### config.mk
export PLATFORM = sky130hd
export DESIGN_NAME = pipe_control
export DESIGN_NICKNAME = d
export VERILOG_FILES = /design/src/rtl/pipe_control.sv
export SDC_FILE = /design/constraint.sdc
export NUM_CORES = 1
export LEC_CHECK = 0
export CAP_MARGIN = 10
export CORE_MARGIN = 4
export CORE_UTILIZATION = 42
export CTS_CLUSTER_SIZE = 24
export DETAILED_ROUTE_END_ITERATION = 12
export GPL_TIMING_DRIVEN = 0
export PLACE_DENSITY = 0.74
export SETUP_SLACK_MARGIN = 0.02
export SYNTH_ARGS = -nofsm -noshare
export SYNTH_HDL_FRONTEND = slang
export SYNTH_SLANG_ARGS = --single-unit
### constraint.sdc
create_clock -name clk -period 3.45 [get_ports clk]
set_input_delay 0.345 -clock clk [delete_from_list [all_inputs] [get_ports clk]]
set_output_delay 0.345 -clock clk [all_outputs]
set_load 0.03 [all_outputs]
### src/rtl/pipe_control.sv
// pipe_control: pipelined control unit for the five-stage RV32I core.
// Decodes opcode/funct fields in ID, carries the control word through
// ID/EX, EX/MEM and MEM/WB, and resolves branches/jumps in EX from ALU flags.
module pipe_control #(
  parameter int ALUCTRL_W = 4,
  parameter int ADDR_W    = 3
) (
  input  logic                 clk,
  input  logic                 rst,
  input  logic [6:0]           op_d,
  input  logic [2:0]           funct3_d,
  input  logic [6:0]           funct7_d,
  input  logic                 flush_e,
  input  logic                 zero_e,
  input  logic                 lt_e,
  input  logic                 ltu_e,
  output logic [2:0]           ImmSrc_d,
  output logic                 illegal_d,
  output logic [ALUCTRL_W-1:0] ALUControl_e,
  output logic                 ALUSrc_e,
  output logic                 ASrcPC_e,
  output logic [1:0]           PCSrc_e,
  output logic                 taken_e,
  output logic                 MemRead_e,
  output logic                 MemWrite_m,
  output logic [ADDR_W-1:0]    AddressingControl_m,
  output logic                 RegWrite_m,
  output logic                 RegWrite_w,
  output logic [1:0]           ResultSrc_w,
  output logic                 illegal_w
);

  localparam logic [6:0] OP_R      = 7'b0110011;
  localparam logic [6:0] OP_I      = 7'b0010011;
  localparam logic [6:0] OP_LOAD   = 7'b0000011;
  localparam logic [6:0] OP_STORE  = 7'b0100011;
  localparam logic [6:0] OP_BRANCH = 7'b1100011;
  localparam logic [6:0] OP_JAL    = 7'b1101111;
  localparam logic [6:0] OP_JALR   = 7'b1100111;
  localparam logic [6:0] OP_LUI    = 7'b0110111;
  localparam logic [6:0] OP_AUIPC  = 7'b0010111;

  localparam logic [6:0] F7_BASE = 7'b0000000;
  localparam logic [6:0] F7_ALT  = 7'b0100000;

  localparam logic [ALUCTRL_W-1:0] ALU_ADD   = ALUCTRL_W'(4'd0);
  localparam logic [ALUCTRL_W-1:0] ALU_SUB   = ALUCTRL_W'(4'd1);
  localparam logic [ALUCTRL_W-1:0] ALU_AND   = ALUCTRL_W'(4'd2);
  localparam logic [ALUCTRL_W-1:0] ALU_OR    = ALUCTRL_W'(4'd3);
  localparam logic [ALUCTRL_W-1:0] ALU_XOR   = ALUCTRL_W'(4'd4);
  localparam logic [ALUCTRL_W-1:0] ALU_SLT   = ALUCTRL_W'(4'd5);
  localparam logic [ALUCTRL_W-1:0] ALU_SLTU  = ALUCTRL_W'(4'd6);
  localparam logic [ALUCTRL_W-1:0] ALU_SLL   = ALUCTRL_W'(4'd7);
  localparam logic [ALUCTRL_W-1:0] ALU_SRL   = ALUCTRL_W'(4'd8);
  localparam logic [ALUCTRL_W-1:0] ALU_SRA   = ALUCTRL_W'(4'd9);
  localparam logic [ALUCTRL_W-1:0] ALU_PASSB = ALUCTRL_W'(4'd10);

  // Full control word held in ID/EX; later stages keep only what they use.
  typedef struct packed {
    logic                 illegal;
    logic                 reg_write;
    logic [1:0]           result_src;
    logic                 mem_write;
    logic                 mem_read;
    logic                 branch;
    logic [1:0]           jump;
    logic [ALUCTRL_W-1:0] alu_control;
    logic                 alu_src;
    logic                 a_src_pc;
    logic [2:0]           funct3;
  } ex_word_t;

  typedef struct packed {
    logic       illegal;
    logic       reg_write;
    logic [1:0] result_src;
    logic       mem_write;
    logic [2:0] funct3;
  } mem_word_t;

  typedef struct packed {
    logic       illegal;
    logic       reg_write;
    logic [1:0] result_src;
  } wb_word_t;

  // Map funct3 (plus the alternate-op bit) onto an ALU code.
  function automatic logic [ALUCTRL_W-1:0] alu_from_f3(input logic [2:0] f3, input logic alt);
    case (f3)
      3'b000:  alu_from_f3 = alt ? ALU_SUB : ALU_ADD;
      3'b001:  alu_from_f3 = ALU_SLL;
      3'b010:  alu_from_f3 = ALU_SLT;
      3'b011:  alu_from_f3 = ALU_SLTU;
      3'b100:  alu_from_f3 = ALU_XOR;
      3'b101:  alu_from_f3 = alt ? ALU_SRA : ALU_SRL;
      3'b110:  alu_from_f3 = ALU_OR;
      3'b111:  alu_from_f3 = ALU_AND;
      default: alu_from_f3 = ALU_ADD;
    endcase
  endfunction

  ex_word_t  word;
  ex_word_t  dec;
  logic      bad;
  ex_word_t  id_ex;
  mem_word_t ex_mem;
  wb_word_t  mem_wb;
  logic      cond;

  // ID decode: build the control word, then swap in a marked bubble if illegal.
  always_comb begin
    word        = '0;
    word.funct3 = funct3_d;
    bad         = 1'b0;
    ImmSrc_d    = 3'b000;
    case (op_d)
      OP_R: begin
        bad = !((funct7_d == F7_BASE) ||
                ((funct7_d == F7_ALT) && ((funct3_d == 3'b000) || (funct3_d == 3'b101))));
        word.reg_write   = 1'b1;
        word.alu_control = alu_from_f3(funct3_d, funct7_d == F7_ALT);
      end
      OP_I: begin
        if (funct3_d == 3'b001) begin
          bad = (funct7_d != F7_BASE);
        end else if (funct3_d == 3'b101) begin
          bad = !((funct7_d == F7_BASE) || (funct7_d == F7_ALT));
        end else begin
          bad = 1'b0;
        end
        word.reg_write   = 1'b1;
        word.alu_src     = 1'b1;
        word.alu_control = alu_from_f3(funct3_d, (funct3_d == 3'b101) && (funct7_d == F7_ALT));
      end
      OP_LOAD: begin
        bad = (funct3_d == 3'b011) || (funct3_d == 3'b110) || (funct3_d == 3'b111);
        word.reg_write  = 1'b1;
        word.alu_src    = 1'b1;
        word.mem_read   = 1'b1;
        word.result_src = 2'b01;
      end
      OP_STORE: begin
        ImmSrc_d = 3'b001;
        bad = funct3_d[2] || (funct3_d[1:0] == 2'b11);
        word.alu_src   = 1'b1;
        word.mem_write = 1'b1;
      end
      OP_BRANCH: begin
        ImmSrc_d = 3'b010;
        bad = (funct3_d == 3'b010) || (funct3_d == 3'b011);
        word.branch      = 1'b1;
        word.alu_control = ALU_SUB;
      end
      OP_JAL: begin
        ImmSrc_d = 3'b011;
        word.reg_write  = 1'b1;
        word.jump       = 2'b01;
        word.result_src = 2'b10;
      end
      OP_JALR: begin
        bad = (funct3_d != 3'b000);
        word.reg_write  = 1'b1;
        word.alu_src    = 1'b1;
        word.jump       = 2'b10;
        word.result_src = 2'b10;
      end
      OP_LUI: begin
        ImmSrc_d = 3'b100;
        word.reg_write   = 1'b1;
        word.alu_src     = 1'b1;
        word.alu_control = ALU_PASSB;
      end
      OP_AUIPC: begin
        ImmSrc_d = 3'b100;
        word.reg_write = 1'b1;
        word.alu_src   = 1'b1;
        word.a_src_pc  = 1'b1;
      end
      default: begin
        bad = 1'b1;
      end
    endcase
    if (bad) begin
      dec         = '0;
      dec.illegal = 1'b1;
    end else begin
      dec = word;
    end
  end

  assign illegal_d = bad;

  // ID/EX register: a flush overrides whatever ID decoded.
  always_ff @(posedge clk or posedge rst) begin
    if (rst) begin
      id_ex <= '0;
    end else if (flush_e) begin
      id_ex <= '0;
    end else begin
      id_ex <= dec;
    end
  end

  // EX/MEM register: free-running copy of the fields MEM and WB still need.
  always_ff @(posedge clk or posedge rst) begin
    if (rst) begin
      ex_mem <= '0;
    end else begin
      ex_mem <= '{illegal: id_ex.illegal, reg_write: id_ex.reg_write,
                  result_src: id_ex.result_src, mem_write: id_ex.mem_write,
                  funct3: id_ex.funct3};
    end
  end

  // MEM/WB register: free-running copy of the write-back fields.
  always_ff @(posedge clk or posedge rst) begin
    if (rst) begin
      mem_wb <= '0;
    end else begin
      mem_wb <= '{illegal: ex_mem.illegal, reg_write: ex_mem.reg_write,
                  result_src: ex_mem.result_src};
    end
  end

  // Branch condition for the conditional branch sitting in EX.
  always_comb begin
    cond = 1'b0;
    case (id_ex.funct3)
      3'b000:  cond = zero_e;
      3'b001:  cond = !zero_e;
      3'b100:  cond = lt_e;
      3'b101:  cond = !lt_e;
      3'b110:  cond = ltu_e;
      3'b111:  cond = !ltu_e;
      default: cond = 1'b0;
    endcase
  end

  // Next-PC select: a taken branch wins, otherwise the jump kind in EX.
  always_comb begin
    PCSrc_e = 2'b00;
    if (id_ex.branch && cond) begin
      PCSrc_e = 2'b01;
    end else begin
      PCSrc_e = id_ex.jump;
    end
  end

  assign taken_e             = (PCSrc_e != 2'b00);
  assign ALUControl_e        = id_ex.alu_control;
  assign ALUSrc_e            = id_ex.alu_src;
  assign ASrcPC_e            = id_ex.a_src_pc;
  assign MemRead_e           = id_ex.mem_read;
  assign MemWrite_m          = ex_mem.mem_write;
  assign AddressingControl_m = ADDR_W'(ex_mem.funct3);
  assign RegWrite_m          = ex_mem.reg_write;
  assign RegWrite_w          = mem_wb.reg_write;
  assign ResultSrc_w         = mem_wb.result_src;
  assign illegal_w           = mem_wb.illegal;

endmodule

Word level (Yosys, flattened, before mapping)
Index checks and enable logic that the tools add are counted.

storage, ports and cells
  register bits after elaboration = 30
  input port bits = 23
  output and inout port bits = 23
  word-level logic and storage cells = 91

cells by class
  eq/ne operators = 23
  muxes and demuxes = 23
  reductions and logical operators = 26

operators by type and width
  kind                                                 count
  one-hot mux 4 bit (8 select lines)                   2
  two-way mux 18 bit                                   2
  equality test 7 x 6 -> 1 bit, second input constant  4
  equality test 3 bit, second input constant           8
  equality test 7 bit, second input constant           3
  one-hot mux 4 bit (4 select lines)                   1
  equality test 7 x 5 -> 1 bit, second input constant  2
  two-way mux 1 bit                                    12
  one-hot mux 3 bit (4 select lines)                   1
  one-hot mux 2 bit (2 select lines)                   2
  equality test 7 x 2 -> 1 bit, second input constant  1
  zero test 7 bit                                      1
  logical OR 1 bit                                     7
  one-hot mux 1 bit (7 select lines)                   1
  nonzero test 7 bit                                   1
  OR reduction 7 bit                                   1
  equality test 3 x 1 -> 1 bit, second input constant  2
  equality test 3 x 2 -> 1 bit, second input constant  2
  zero test 3 bit                                      2
  one-hot mux 1 bit (6 select lines)                   1
  OR reduction 6 bit                                   1
  zero test 1 bit                                      5
  OR reduction 2 bit                                   2
  logical AND 1 bit                                    3
  other kinds (5)                                      5

Depth between registers and ports, before layout
Gate-level depths: netlist of run 1.

  word-level depth = 8
  gate-level depth with buffers = 8

Worst setup path after synthesis of run 1
No wires, ideal clock.

  path kind = in2reg
  start point = input op_d[1]
  end point = register id_ex (netlist bit ALUControl_e[3])
  library setup time = 0.086 ns
  arrival = 2.121 ns
  required time = 3.364 ns
  setup slack = 1.242 ns
  stages = 4
  path through = nand2_1 -> nor4b_1 -> a22oi_1 -> nor3_2

on the way
  word-level cells in the longest chain between the ends = 5
  elaborated cells on any way between the ends = 14

ends and longest elaborated chain
  item                                                  line  text
  start: declaration                                    10    input logic [6:0] op_d,
  equality test 7 x 5 -> 1 bit (tied with other cells)  116   case (op_d)
  OR reduction 3 bit (no source line)                   -
  one-hot mux 1 bit (7 select lines)                    116
  two-way mux 18 bit *                                  183   if (bad) begin
  two-way mux 18 bit *                                  197   end else if (flush_e) begin
  end signal: assignment                                196   id_ex <= '0;
  end signal: assignment                                198   id_ex <= '0;
  end signal: assignment                                200   id_ex <= dec;
  end: declaration                                      105   ex_word_t id_ex;

Every way passes the cells marked *; elsewhere a longest branch is shown, timed or not.

Worst setup path in the final report of run 1
  start point = input op_d[0]
  end point = output illegal_d

on the way
  word-level cells in the longest chain between the ends = 3
  elaborated cells on any way between the ends = 11

ends and longest elaborated chain
  item                                                  line  text
  equality test 7 x 5 -> 1 bit (tied with other cells)  116
  OR reduction 3 bit (no source line)                   -
  one-hot mux 1 bit (7 select lines) *                  116
  end: declaration                                      18    output logic illegal_d,

Marks and branches as above.

==> qor.txt, run 1 <==
Highest clock rate = 317 MHz
Part of the power in combinational logic = 15.9%
Largest net degree at the start of global routing = 30
Area occupied by multi-input gates = 592 µm²
Design area = 1970 µm²
Crit-path leading delay family = buffers and inverters
RSZ-0062 raised after global routing = no
I/O Pins = 46
Arr. time, crit path = 2810 ps
Area growth syn-to-layout = 35.8%
Wire per inst = 11.7 µm
Critical path endpoint = illegal_d
Reg clk slew, reported paths = 80 ps
Root Buffer = clkbuf_4
Placed cell area = 1920 µm²
Port Buffers = 41
Post-synth top area cell = dfrtp_1
Endpoints failing hold = 0
Worst reg2reg setup slack = 2920 ps
CP startpoint = op_d[0]
Share of cells above drive strength 1 = 20.4%
Post-Syn Nets = 155
Switching power = 0.000160 W
Initial cell density of the core = 43.5%
Startpoint Class = input pin
CP peak stage delay = 690 ps
Register bit total from synthesis = 29
First-pass GRT wire length = 4650 µm
Routed Antenna Nets = 0
Clk_skew = 8.06 ps
CTS tree = yes
ANT cells = 0
CP Class = in -> out
Final setup violation count = 0
Reg2reg end = AddressingControl_m[2]$_DFF_PP0_
Rows = 21
Netlist Area Pre-Place = 1450 µm²
DR WL met3 = 181 µm
Bufs and invs on worst path = 2
Post-route minimum period = 3150 ps
Count of different cell masters after synthesis = 46
Status = finished clean
M1 WL = 1210 µm
Critical path depth in cells = 6
Reg2Reg Launch Point = id_ex[2]$_DFF_PP0_
P per Cell Area = 318 nW/µm²
Dpl hpwl = 2100 µm
Die area = 4460 µm²
Top post-synthesis cells by area = dfrtp_1, nor3_2, buf_4, nor2_1, nand2_1
Final wirelength = 2660 µm
Total Routing Usage GR = 13.8%
H-tree depth = 2
Die span in x = 66.8 µm
Most frequent cell after synthesis = dfrtp_1
Sequential standard cell area = 726 µm²
Period utilization = 91.4%
Cells on worst reg2reg path = 0
Fin Setup TNS = 0 ps
MaxCap Viol Count = 0
Overflow after GRT = 0
CP dominant cell by count = clkdlybuf4s50_1
Sequential Power Share = 55.1%
CP endpoint kind = primary output
Initial antenna violation count = 0
Routability congestion estimate = 0.959
First DRT Iteration DRCs = 22
Vias in the first global route = 1,125
Nets = 203
Setup bufs post-CTS = 0
Uppermost layer routed = met4
Sw frac = 25.5%
Worst Tran Pin Value = 998 ps
Core area = 3340 µm²
Top cells by count, synth = dfrtp_1, nor2_1, nand2_1
Clock power frac = 29.0%
DR pass1 iterations = 4
# hold bufs at CTS = 0
CP required = 3110 ps
Pleak = 0.847 nW
Final Max Slew Viols = 0
EDFF count, synth = 0
Final Power = 0.000627 W
Via density = 4.87
Cells after Synth = 132
CTS Buf Count = 5
Worst Slack Setup Final = 296 ps
Fill cells = 297
Remaining DRCs = 0
Via count = 1,106
Share of flip-flops with an asynchronous set or reset = 100%
Crit-path cells = clkdlybuf4s50_1, nand2_1, or4_4, o32a_4, nand4_2, clkdlybuf4s50_1
Internal power = 0.000467 W
Ys flop type = dfrtp_1
Maximum vdd drop = 115 µV
Die extent in y = 66.8 µm
CTS max path bufs = 2
Met2 WL post-DR = 1250 µm
Clock Sinks = 29
CP max-delay cell = clkdlybuf4s50_1
PostCTS Resize Cnt = 0
Ys Warns = 0
Post-Syn Area per Cell = 11.0 µm²
CP max FO = 9
Seq/Total Area, Yosys = 50.0%
Final core occ = 59.1%
Worst slew margin = 33.4%
Setup WS pre-CTS = 304 ps
Worst skew pair latency = 310 ps
Worst Hold Class = in -> reg
Top cell type's share of synthesized area = 50.0%
-- metrics by stage --
step                std cells  hold WS [ps]
floorplan                 132           331
global placement          219           332
detailed placement        219           335
CTS                       227           254
global route              227           245
finish                    227           266
-- registers in the layout, summed over array words and instances (netlist names) --
signal               flops
id_ex                   10
ALUControl_e             4
AddressingControl_m      3
ex_mem                   3
ResultSrc_w              2
ALUSrc_e                 1
ASrcPC_e                 1
MemRead_e                1
MemWrite_m               1
RegWrite_m               1
RegWrite_w               1
illegal_w                1
-- area by class of cell --
class                   count  share of cell area [%]
multi-input cells          82                    30.0
clock buffers               6                    2.10
clock inverters             2                   0.508
inverters                   6                    1.14
flip-flops and latches     29                    36.8
repair buffers             41                    20.8
well taps                  46                    2.92
plain buffers              15                    5.65
-- per-layer routing --
metal  vias up  GRT usage (%)
met1       513           16.6
met2        45           22.8
met3         2           3.37
li1        546              -
met4         0           6.85
met5         -              0
-- layout by cell type (no fill, tap or decap), types with 3 or more instances in the layout --
master            n
a21oi_1           5
buf_4             8
clkbuf_1          5
clkbuf_4          5
clkdlybuf4s50_1  41
dfrtp_1          29
inv_1             6
nand2_1           9
nand3_1           4
nor2_1           10
nor3_2            7
o21ai_0           3
xor2_1            3
-- how the worst min path moves through the flow --
stage | end | startpoint | depth (start not counted) | slack (ps)
after floorplan | MemWrite_m$_DFF_PP0_ | id_ex[13]$_DFF_PP0_ | 0 | 330
after global placement | ex_mem[7]$_DFF_PP0_ | id_ex[17]$_DFF_PP0_ | 0 | 330
after detailed placement | ex_mem[7]$_DFF_PP0_ | id_ex[17]$_DFF_PP0_ | 0 | 330
after CTS | id_ex[10]$_DFF_PP0_ | op_d[3] | 2 | 250
after global routing | id_ex[10]$_DFF_PP0_ | op_d[3] | 2 | 250
final | id_ex[10]$_DFF_PP0_ | op_d[3] | 2 | 270
-- power by group through the flow --
stage | clock [W] | combinational, W | sequential (W)
3_3_place_gp | 0 | 0.0000982 | 0.000352
4_1_cts | 0.000191 | 0.000101 | 0.000345
6_report | 0.000182 | 0.0000995 | 0.000345
5_1_grt | 0.000207 | 0.000109 | 0.000346
3_5_place_dp | 0 | 0.000100 | 0.000352
2_1_floorplan | 0 | 0.0000576 | 0.000354
-- cells by family after synthesis --
kind of cell / synth area share [%]
simple gates: 25.3
flops: 50.0
compound gates: 11.7
buf+inv: 9.22
xor+xnor: 2.41
mux: 1.38
Power figures use the tool's default switching activity.
==> inputs of run 2 (changes only) <==
--- a/config.mk
+++ b/config.mk
@@ -6,12 +6,14 @@
 export NUM_CORES = 1
 export LEC_CHECK = 0
 export CAP_MARGIN = 10
+export CELL_PAD_IN_SITES_DETAIL_PLACEMENT = 2
+export CELL_PAD_IN_SITES_GLOBAL_PLACEMENT = 2
 export CORE_MARGIN = 4
-export CORE_UTILIZATION = 42
+export CORE_UTILIZATION = 30
 export CTS_CLUSTER_SIZE = 24
 export DETAILED_ROUTE_END_ITERATION = 12
 export GPL_TIMING_DRIVEN = 0
-export PLACE_DENSITY = 0.74
+export PLACE_DENSITY_LB_ADDON = 0.1
 export SETUP_SLACK_MARGIN = 0.02
 export SYNTH_ARGS = -nofsm -noshare
 export SYNTH_HDL_FRONTEND = slang
==> qor.txt, run 2 (synthesized netlist as in run 1, its figures left out) <==
CTS Buf Count = 5 (unchanged)
Nets = 204 (+0.49%)
Area growth syn-to-layout = 40.5%
Maximum vdd drop = 134 µV (+17%)
Via density = 4.99 (+2.4%)
Die extent in y = 77.6 µm (+16%)
Clock Sinks = 29 (unchanged)
Wire per inst = 16.2 µm (+39%)
Worst Hold Class = in -> reg
Die area = 6010 µm² (+35%)
Post-route minimum period = 3170 ps (+19.8 ps)
RSZ-0062 raised after global routing = no
Most flop-heavy register = id_ex
Bufs and invs on worst path = 2 (unchanged)
PostCTS Resize Cnt = 0 (unchanged)
Routed Antenna Nets = 0 (unchanged)
I/O Pins = 46 (unchanged)
CP Class = in -> out
CP peak stage delay = 690 ps (about the same)
Crit-path leading delay family = buffers and inverters
Most frequent cells in the layout = clkdlybuf4s50_1, dfrtp_1, nor2_1, nand2_1, buf_4
MaxCap Viol Count = 0 (unchanged)
Post-Layout Cell Count = 236 (+4.0%)
Dpl hpwl = 2970 µm (+42%)
Arr. time, crit path = 2830 ps (+20 ps)
Worst hold slack = 313 ps (+47.5 ps)
DR pass1 iterations = 3 (-1)
Largest net degree at the start of global routing = 30 (unchanged)
Clk_skew = 5.90 ps (-2.16 ps)
H-tree depth = 2 (unchanged)
Final Max Slew Viols = 0 (unchanged)
First DRT Iteration DRCs = 43 (+95%)
Placed cell area = 1930 µm² (+0.52%)
Endpoints failing hold = 0 (unchanged)
Final wirelength = 3830 µm (+44%)
Highest clock rate = 315 MHz (-0.62%)
Overflow after GRT = 0 (unchanged)
# placed instances = 227 (+3.7%)
Rows = 25 (+19%)
Vias in the first global route = 1,317 (+17%)
CP dominant cell by count = clkdlybuf4s50_1
ANT cells = 0 (unchanged)
# hold bufs at CTS = 0 (unchanged)
CP required = 3110 ps (about the same)
Die span in x = 77.6 µm (+16%)
P per Cell Area = 351 nW/µm² (+10%)
Share of cells above drive strength 1 = 20.9% (+0.44 points)
Period utilization = 92.0% (+0.57 points)
CTS max path bufs = 2 (unchanged)
Most common cell after layout, fill and taps aside = clkdlybuf4s50_1
Root Buffer = clkbuf_8
Via count = 1,178 (+6.5%)
Total Routing Usage GR = 13.6% (-0.18 points)
Initial antenna violation count = 0 (unchanged)
Port Buffers = 41 (unchanged)
CP max FO = 9 (unchanged)
Setup bufs post-CTS = 0 (unchanged)
Initial cell density of the core = 30.9% (-13 points)
Remaining DRCs = 0 (unchanged)
Status = finished clean
Max reg flops = 10 (unchanged)
Design area = 2040 µm² (+3.5%)
CP endpoint kind = primary output
Fin Setup TNS = 0 ps (unchanged)
Worst slew margin = 44.1% (+11 points)
First-pass GRT wire length = 6430 µm (+38%)
Reg clk slew, reported paths = 50 ps (-30 ps)
CP max-delay cell = clkdlybuf4s50_1
Worst skew pair latency = 280 ps (-30 ps)
Final setup violation count = 0 (unchanged)
Core area = 4690 µm² (+41%)
Final Power = 0.000716 W (+14%)
Crit-path cells = clkdlybuf4s50_1, nand2_1, or4_4, o32a_4, nand4_2, clkdlybuf4s50_1
Worst Tran Pin Value = 827 ps (-171 ps)
CTS tree = yes
Pleak = 0.873 nW (+3.0%)
Routability congestion estimate = 0.763 (-20%)
Startpoint Class = input pin
run 2: area by class of cell:
cell class | count | area, µm²
Buffer | 15 | 111
Clock buffer | 6 | 72.6
Clock inverter | 2 | 10.0
Fill cell | 509 | 2650
Inverter | 6 | 22.5
Multi-Input combinational cell | 82 | 592
Sequential cell | 29 | 726
Tap cell | 54 | 67.6
Timing Repair Buffer | 42 | 438
run 2: where the power goes:
part / total (W) / switching (W) / internal [W]
clock network: 0.000262 / 0.000123 / 0.000139
logic: 0.000108 / 0.0000587 / 0.0000489
registers: 0.000346 / 0.00000153 / 0.000344
total: 0.000716 / 0.000183 / 0.000533
run 2: per-stage QoR:
step | setup WS (ps) | utilization, %
after CTS | 269 | 42.9
after global routing | 197 | 43.5
after detailed placement | 269 | 41.1
final | 276 | 43.5
after floorplan | 1240 | -
after global placement | 278 | 41.1
run 2: metal layers:
metal	global-route usage [%]	share of wire [%]	wire length [µm]
met1	15.0	40	1530
met2	23.7	52	1990
met3	3.48	5.2	201
met5	0	0	0
met4	7.47	2.8	106
run 2: worst paths after layout:
kind | start | to | slack, ps | cells past startpoint
worst max-delay path | op_d[0] | illegal_d | 280 | 6
worst min-delay path | op_d[3] | id_ex[10]$_DFF_PP0_ | 310 | 2
worst max register to register | id_ex[0]$_DFF_PP0_ | AddressingControl_m[0]$_DFF_PP0_ | 2900 | 0
worst min register to register | ex_mem[5]$_DFF_PP0_ | ResultSrc_w[1]$_DFF_PP0_ | 350 | 0
max in group asynchronous | rst | ALUControl_e[3]$_DFF_PP0_ | 2500 | 3
min in group asynchronous | rst | MemWrite_m$_DFF_PP0_ | 460 | 2
==> inputs of run 3 (changes only) <==
--- a/config.mk
+++ b/config.mk
@@ -8,6 +8,7 @@
 export CAP_MARGIN = 10
 export CELL_PAD_IN_SITES_DETAIL_PLACEMENT = 2
 export CELL_PAD_IN_SITES_GLOBAL_PLACEMENT = 2
+export CORE_ASPECT_RATIO = 0.5
 export CORE_MARGIN = 4
 export CORE_UTILIZATION = 30
 export CTS_CLUSTER_SIZE = 24
@@ -15,6 +16,7 @@
 export GPL_TIMING_DRIVEN = 0
 export PLACE_DENSITY_LB_ADDON = 0.1
 export SETUP_SLACK_MARGIN = 0.02
+export SKIP_CTS_REPAIR_TIMING = 1
 export SYNTH_ARGS = -nofsm -noshare
 export SYNTH_HDL_FRONTEND = slang
 export SYNTH_SLANG_ARGS = --single-unit
==> qor.txt, run 3 (synthesized netlist as in run 1, its figures left out) <==
Die extent in y = 57.2 µm (-26%)
First DRT Iteration DRCs = 26 (-40%)
Routability congestion estimate = 0.760 (-0.38%)
Fin Setup TNS = 0 ps (unchanged)
RSZ-0062 raised after global routing = no
Total Routing Usage GR = 14.1% (+0.47 points)
Die span in x = 106 µm (+37%)
Crit-path cells = clkdlybuf4s50_1, nand2_1, or4_4, o32a_4, nand4_2, clkdlybuf4s50_1
Area growth syn-to-layout = 41.4%
CTS tree = yes
Largest net degree at the start of global routing = 30 (unchanged)
Reg clk slew, reported paths = 50 ps (about the same)
CP endpoint kind = primary output
DR pass1 iterations = 4 (+1)
Rows = 17 (-32%)
Worst Tran Pin Value = 838 ps (+10.9 ps)
Most common cell after layout, fill and taps aside = clkdlybuf4s50_1
Most frequent cells in the layout = clkdlybuf4s50_1, dfrtp_1, nor2_1, nand2_1, buf_4
Root Buffer = clkbuf_8
Status = finished clean
Worst skew pair latency = 260 ps (-20 ps)
CP Class = in -> out
Die area = 6080 µm² (+1.1%)
Worst slew margin = 43.3% (-0.74 points)
Post-route minimum period = 3180 ps (+7.87 ps)
I/O Pins = 46 (unchanged)
Pleak = 0.868 nW (-0.63%)
Nets = 204 (unchanged)
Final setup violation count = 0 (unchanged)
Sequential Power Share = 49.0% (+0.7 points)
CP required = 3110 ps (about the same)
Initial antenna violation count = 0 (unchanged)
Worst Hold Class = in -> async
Clk_skew = 2.59 ps (-3.31 ps)
Startpoint Class = input pin
Clock power frac = 35.9% (-0.7 points)
First-pass GRT wire length = 6720 µm (+4.5%)
Arr. time, crit path = 2840 ps (about the same)
Clock Sinks = 29 (unchanged)
CP max FO = 9 (unchanged)
Core area = 4530 µm² (-3.4%)
Vias in the first global route = 1,277 (-3.0%)
Final wirelength = 3940 µm (+2.9%)
Maximum vdd drop = 146 µV (+8.2%)
Via count = 1,175 (-0.25%)
Final Power = 0.000706 W (-1.4%)
Routed Antenna Nets = 0 (unchanged)
Via density = 4.74 (-5.1%)
H-tree depth = 2 (unchanged)
Share of cells above drive strength 1 = 19.8% (-1.1 points)
CP peak stage delay = 700 ps (about the same)
Max reg flops = 10 (unchanged)
Endpoints failing hold = 0 (unchanged)
Worst hold slack = 328 ps (+15.0 ps)
Wire per inst = 15.9 µm (-2.1%)
Most flop-heavy register = id_ex
Port Buffers = 41 (unchanged)
Initial cell density of the core = 32.0% (+1.1 points)
Period utilization = 92.2% (+0.23 points)
Fill cells = 477 (-6.3%)
CTS max path bufs = 2 (unchanged)
CP dominant cell by count = clkdlybuf4s50_1
Switching power = 0.000170 W (-7.3%)
Highest clock rate = 314 MHz (-0.25%)
# placed instances = 239 (+5.3%)
MaxCap Viol Count = 0 (unchanged)
Dpl hpwl = 3080 µm (+3.6%)
Part of the power in combinational logic = 15.1% (about the same)
Overflow after GRT = 0 (unchanged)
Post-Layout Cell Count = 248 (+5.1%)
CTS Buf Count = 5 (unchanged)
CP max-delay cell = clkdlybuf4s50_1
Internal power = 0.000536 W (+0.69%)
ANT cells = 0 (unchanged)
Remaining DRCs = 0 (unchanged)
Sw frac = 24.1% (-1.5 points)
P per Cell Area = 344 nW/µm² (-2.0%)
Final Max Slew Viols = 0 (unchanged)
==> run 3: per-stage QoR <==
step | area, µm² | setup slack [ps] | utilization, %
final | 2050 | 268 | 45.3
after global routing | 2050 | 150 | 45.3
after CTS | 2020 | 245 | 44.7
after detailed placement | 1940 | 243 | 42.9
after global placement | 1940 | 262 | 42.9
after floorplan | 1450 | 1240 | -
==> run 3: final timing paths <==
path                                           from                                to  slack, ps  depth (start not counted)
worst min-delay path                            rst          ResultSrc_w[1]$_DFF_PP0_        330                          2
min in group clk                            op_d[3]               id_ex[10]$_DFF_PP0_        330                          2
worst max-delay path                        op_d[0]                         illegal_d        270                          6
worst min register to register  id_ex[13]$_DFF_PP0_              MemWrite_m$_DFF_PP0_        350                          0
worst max register to register   id_ex[0]$_DFF_PP0_  AddressingControl_m[0]$_DFF_PP0_       2900                          0
max in group asynchronous                       rst                ASrcPC_e$_DFF_PP0_       2730                          3
==> run 3: cell type report <==
class | instances | area, µm² | area share [%]
buffer | 15 | 111 | 5.43
clock buffer | 8 | 80.1 | 3.90
inverter | 6 | 22.5 | 1.10
multi-input combinational | 82 | 592 | 28.8
sequential | 29 | 726 | 35.4
tap | 66 | 82.6 | 4.02
timing repair buffer | 42 | 438 | 21.3
==> run 3: critical path, delay by kind of cell <==
kind | cells | cell delay [ps]
compound gates | 1 | 420
simple gates | 3 | 890
buf+inv | 2 | 1180
==> run 3: routing by layer <==
layer	part of all wire (%)	track usage, %
met1	47	19.5
met2	46	21.4
met3	6.8	4.63
met4	0.33	3.32
met5	0	0
==> run 3: power groups by stage <==
stage                     logic (W)  clock network [W]  registers (W)
final                      0.000107           0.000253       0.000346
after global routing       0.000118           0.000291       0.000346
after CTS                  0.000105           0.000264       0.000346
after detailed placement   0.000104                  0       0.000352
after global placement     0.000102                  0       0.000352
after floorplan           0.0000576                  0       0.000354
